--- src/rtl/wb_trace_buf.sv ---
// Writeback retirement trace capture: FWFT FIFO with drop accounting.
// Never back-pressures the core; overflowing records are counted and lost.
module wb_trace_buf #(
  parameter int DEPTH       = 16,
  parameter bit FILTER_NOWR = 1'b1
) (
  input  logic                       cpu_clk_50M,
  input  logic                       cpu_rst,
  input  logic                       trace_en,
  input  logic                       trace_clr,
  input  logic [31:0]                debug_wb_pc,
  input  logic [3:0]                 debug_wb_rf_wen,
  input  logic [4:0]                 debug_wb_rf_wnum,
  input  logic [31:0]                debug_wb_rf_wdata,
  output logic                       trace_valid,
  input  logic                       trace_ready,
  output logic [31:0]                trace_pc,
  output logic [3:0]                 trace_wen,
  output logic [4:0]                 trace_wnum,
  output logic [31:0]                trace_wdata,
  output logic [$clog2(DEPTH):0]     count,
  output logic                       overflow,
  output logic [15:0]                drop_cnt
);

  localparam int AW = $clog2(DEPTH);
  localparam int CW = AW + 1;
  localparam logic [CW-1:0] FULL_C = CW'(DEPTH);

  logic [72:0]   mem [DEPTH];
  logic [AW-1:0] wp;
  logic [AW-1:0] rp;
  logic [72:0]   head;
  logic          push_req;
  logic          pop;
  logic          accept;
  logic          drop;

  always_comb begin
    push_req = trace_en & (FILTER_NOWR ? |debug_wb_rf_wen : 1'b1);
    pop      = trace_valid & trace_ready;
    accept   = push_req & ((count != FULL_C) | pop);
    drop     = push_req & ~accept;
  end

  // Stale storage is hidden while empty so the port reads zero after reset.
  assign trace_valid = (count != '0);
  assign head        = trace_valid ? mem[rp] : '0;
  assign trace_pc    = head[72:41];
  assign trace_wen   = head[40:37];
  assign trace_wnum  = head[36:32];
  assign trace_wdata = head[31:0];

  always_ff @(posedge cpu_clk_50M) begin
    if (!cpu_rst && accept)
      mem[wp] <= {debug_wb_pc, debug_wb_rf_wen,
                  debug_wb_rf_wnum, debug_wb_rf_wdata};
  end

  always_ff @(posedge cpu_clk_50M) begin
    if (cpu_rst) begin
      wp       <= '0;
      rp       <= '0;
      count    <= '0;
      overflow <= 1'b0;
      drop_cnt <= '0;
    end else begin
      if (accept) wp <= wp + AW'(1);
      if (pop)    rp <= rp + AW'(1);
      unique case ({accept, pop})
        2'b10:   count <= count + CW'(1);
        2'b01:   count <= count - CW'(1);
        default: count <= count;
      endcase
      // A drop in the clear cycle is kept so no loss goes unreported.
      if (trace_clr) begin
        overflow <= drop;
        drop_cnt <= drop ? 16'd1 : 16'd0;
      end else if (drop) begin
        overflow <= 1'b1;
        if (drop_cnt != 16'hFFFF) drop_cnt <= drop_cnt + 16'd1;
      end
    end
  end

endmodule

--- config.mk ---
export PLATFORM = sky130hd
export DESIGN_NAME = wb_trace_buf
export DESIGN_NICKNAME = d
export VERILOG_FILES = /design/src/rtl/wb_trace_buf.sv
export SDC_FILE = /design/constraint.sdc
export NUM_CORES = 1
export LEC_CHECK = 0
export ABC_AREA = 0
export CORE_ASPECT_RATIO = 1.5
export CORE_MARGIN = 4
export CORE_UTILIZATION = 55
export DETAILED_ROUTE_END_ITERATION = 6
export MAX_ROUTING_LAYER = met4
export PLACE_DENSITY = 0.76
export SETUP_SLACK_MARGIN = 0.1
export SYNTH_ARGS = -nofsm -noshare
export SYNTH_HDL_FRONTEND = slang
export SYNTH_SLANG_ARGS = --single-unit
--- constraint.sdc ---
create_clock -name cpu_clk_50M -period 4.9 [get_ports cpu_clk_50M]
set_clock_uncertainty 0.1 [all_clocks]
set_input_delay 0.98 -clock cpu_clk_50M [delete_from_list [all_inputs] [get_ports cpu_clk_50M]]
set_output_delay 0.98 -clock cpu_clk_50M [all_outputs]
set_load 0.01 [all_outputs]
==> reports/metrics.csv <==
stage,metric,value,unit
clock_tree,clock sink count,1202,
routing,WL per Instance,29.3,um
sta,setup TNS,0,ns
logic_synthesis,warnings from Yosys,0,
routing,DR vias/cell,6.32,
critical_path,Worst Setup Path Type,flip-flop to primary output,
routing,post-route antenna net violation count,0,
floorplanning,# rows,129,
routing,1st-iter DRT viols,2399,
critical_path,CP endpoint kind,primary output,
critical_path,startpoint types,flip-flop,
global_routing,GRT Max-Usage Layer,met2,
logic_synthesis,"Net Count, Synth",2090,
clock_tree,Num CTS Buffers,103,
run_status,status,completed,
clock_tree,cts hold-fix bufs,0,
floorplanning,core area,0.0826,mm2
logic_synthesis,gate count of the mapped netlist,2002,
floorplanning,die width,244,um
global_routing,grt met3 use,4.39,%
global_routing,initial antenna violation count,12,
global_routing,vias in the first global route,22966,
global_routing,gr usage total,24.0,%
power_and_ir_drop,VDD IR max,0.336,mV
cells_and_area,layout cells sized above 1,23.2,%
clock_tree,Post-CTS Resized,0,
clock_tree,worst-skew pair later-pin latency,0.69,ns
routing,DRC viols,0,
floorplanning,die footprint,0.0883,mm2
clock_tree,Clock Path Buffers,3,
critical_path,CP max FO,29,
clock_tree,CTS tree,built,
cells_and_area,fill count,5332,
cells_and_area,"Area growth, synth to finish",15.4,%
logic_synthesis,Syn Std Cell Area,0.0460,mm2
sta,RSZ-0062 raised after global routing,false,
sta,"Hold Vio Cnt, Final",0,
routing,Vias,21867,
sta,Rel. slew slack,37.8,%
sta,minimum clock period,4.60,ns
global_routing,global-route wire length before repair,152000,um
sta,worst-margin pin slew,0.925,ns
critical_path,crit path DAT,3.52,ns
cells_and_area,Post-Layout Cell Count,3460,
global_routing,met1 Track Usage GR,32.0,%
routing,DRT Wirelength,102000,um
logic_synthesis,#FFs+latches synth,1202,
sta,Slew Limit Fails,0,
floorplanning,height of the die,362,um
job,max_cap viols,0,
critical_path,Critical Path RT,3.82,ns
placement,# placed instances,3260,
floorplanning,initial core utilization,55.6,%
placement,detailed placement HPWL,56300,um
sta,final setup violation count,0,
power_and_ir_drop,Power Dens Cells,476,mW/mm2
logic_synthesis,syn avg cell area,23.0,um2
power_and_ir_drop,Pleak,15.9,nW
global_routing,met2 Use GR,39.1,%
clock_tree,"Reg clk slew, reported paths",0.07,ns
logic_synthesis,Post-synth EDFFs,1168,
logic_synthesis,Synth Flop Type,edfxtp_1,
global_routing,Overflow after GRT,0,
clock_tree,# Post-CTS Setup Buffers,0,
worst_hold_path,Worst Hold Class,flip-flop to flip-flop,
floorplanning,IO Count,174,
routing,TritonRoute pass-1 iters,5,
logic_synthesis,Synth cell types,53,
placement,port buffer count,173,
sta,Max Fclk,218,MHz
clock_tree,H-tree depth,3,
cells_and_area,nets,2340,
placement,GP Congestion,0.813,
global_routing,largest net degree at the start of global routing,74,
clock_tree,CTS root buffer,clkbuf_16,
logic_synthesis,"Async S/R FF share, synth",0,%
sta,Final period util,93.8,%
logic_synthesis,register area share after synthesis,77.8,%
==> layout by cell type (no fill, tap or decap), types with 11 or more instances in the layout <==
cell type and n:
diode_2 13, o22ai_1 73, clkdlybuf4s50_1 173, clkbuf_16 104
buf_4 39, clkinv_2 14, mux4_2 292, mux2i_1 151
edfxtp_1 1168, dfxtp_1 31, buf_12 36, nand3_1 11
clkinv_1 24, nor2_1 18, and3_4 14, clkbuf_1 24
==> state kept, by name, summed over array words and instances, names as in the netlist, named ones only <==
signal / count
mem: 1168
wp: 4
overflow: 1
count: 5
drop_cnt: 16
rp: 4
==> layer usage <==
layer,vias up,share of wire (%)
li1,9097,-
met1,11647,39
met2,990,52
met3,133,7.4
met4,0,2.1
met5,-,0
==> cells in the mapped netlist, types with 4 or more instances <==
master	number	area, um2
or3_1	4	25.0
clkbuf_1	46	173
buf_2	49	245
nand4_1	7	43.8
o22ai_1	73	457
or4_1	5	37.5
mux4_2	292	6580
inv_1	10	37.5
dfxtp_1	34	681
mux2_2	4	45.0
and3_1	17	106
nor3_1	8	40.0
nand2b_1	4	25.0
nor4_1	7	43.8
nand2_1	9	33.8
nand3_1	11	55.1
ha_1	9	113
mux2i_1	151	1510
a21oi_1	10	50.1
nor2_1	18	67.6
a31oi_1	6	37.5
nor2b_1	7	43.8
buf_1	8	30.0
edfxtp_1	1168	35100
==> power breakdown <==
part | leakage [nW] | switching (mW) | internal, mW
logic | 3.48 | 2.84 | 2.92
clock network | 1.58 | 3.59 | 4.35
registers | 10.8 | 0.128 | 11.4
==> logic make-up (layout without fill, tap and decap cells) <==
group | count (synthesis) | in the layout | share of synthesized area, %
flip-flops | 1202 | 1202 | 77.8
other | 0 | 13 | 0
AND/OR/NAND/NOR | 110 | 110 | 1.42
AO/OA/AOI/OAI | 113 | 113 | 1.61
multiplexers | 447 | 447 | 17.7
XOR/XNOR | 6 | 6 | 0.114
adder cells (fa/ha/maj) | 10 | 10 | 0.289
buffers and inverters | 114 | 446 | 1.06
==> worst max-delay path, stage by stage, from the launching register on <==
cell	delay (ns)
dfxtp_1	0.38
nor4_4	0.47
nand2_1	0.37
nand2b_4	0.53
buf_12	0.31
o22ai_1	0.21
clkdlybuf4s50_1	0.54
==> worst paths after layout <==
| kind | start | slack, ns | depth (start not counted) | end |
|---|---|---|---|---|
| hold reg to reg | overflow$_SDFFE_PP0P_ | 0.40 | 2 | overflow$_SDFFE_PP0P_ |
| setup reg to reg | count[2]$_SDFFE_PP0P_ | 1.94 | 9 | count[4]$_SDFFE_PP0P_ |
| hold / removal | overflow$_SDFFE_PP0P_ | 0.40 | 2 | overflow$_SDFFE_PP0P_ |
| setup / recovery | count[2]$_SDFFE_PP0P_ | 0.30 | 6 | trace_pc[5] |
==> layout make-up <==
cell class,count,area (um2),share of cell area (%)
Clock inverter,58,537,1.01
Tap cell,1113,1390,2.63
Timing Repair Buffer,248,2750,5.18
Multi-Input combinational cell,686,9810,18.5
Sequential cell,1202,35800,67.4
Inverter,11,41.3,0.0779
Antenna cell,13,32.5,0.0613
Clock buffer,129,2710,5.10
==> metrics by stage <==
stage               cell area (um2)  hold slack (ns)  utilization (%)  worst slack (ns)  power (mW)
detailed placement            49800            0.387             60.2             0.651        17.6
global placement              49800            0.369             60.2             0.794        17.5
global route                  53000            0.437             64.2             0.167        26.2
floorplan                     46000            0.390                -             0.746        15.3
CTS                           53000            0.400             64.1             0.272        25.5
finish                        53000            0.396             64.2             0.303        25.2
Power figures use the tool's default switching activity.
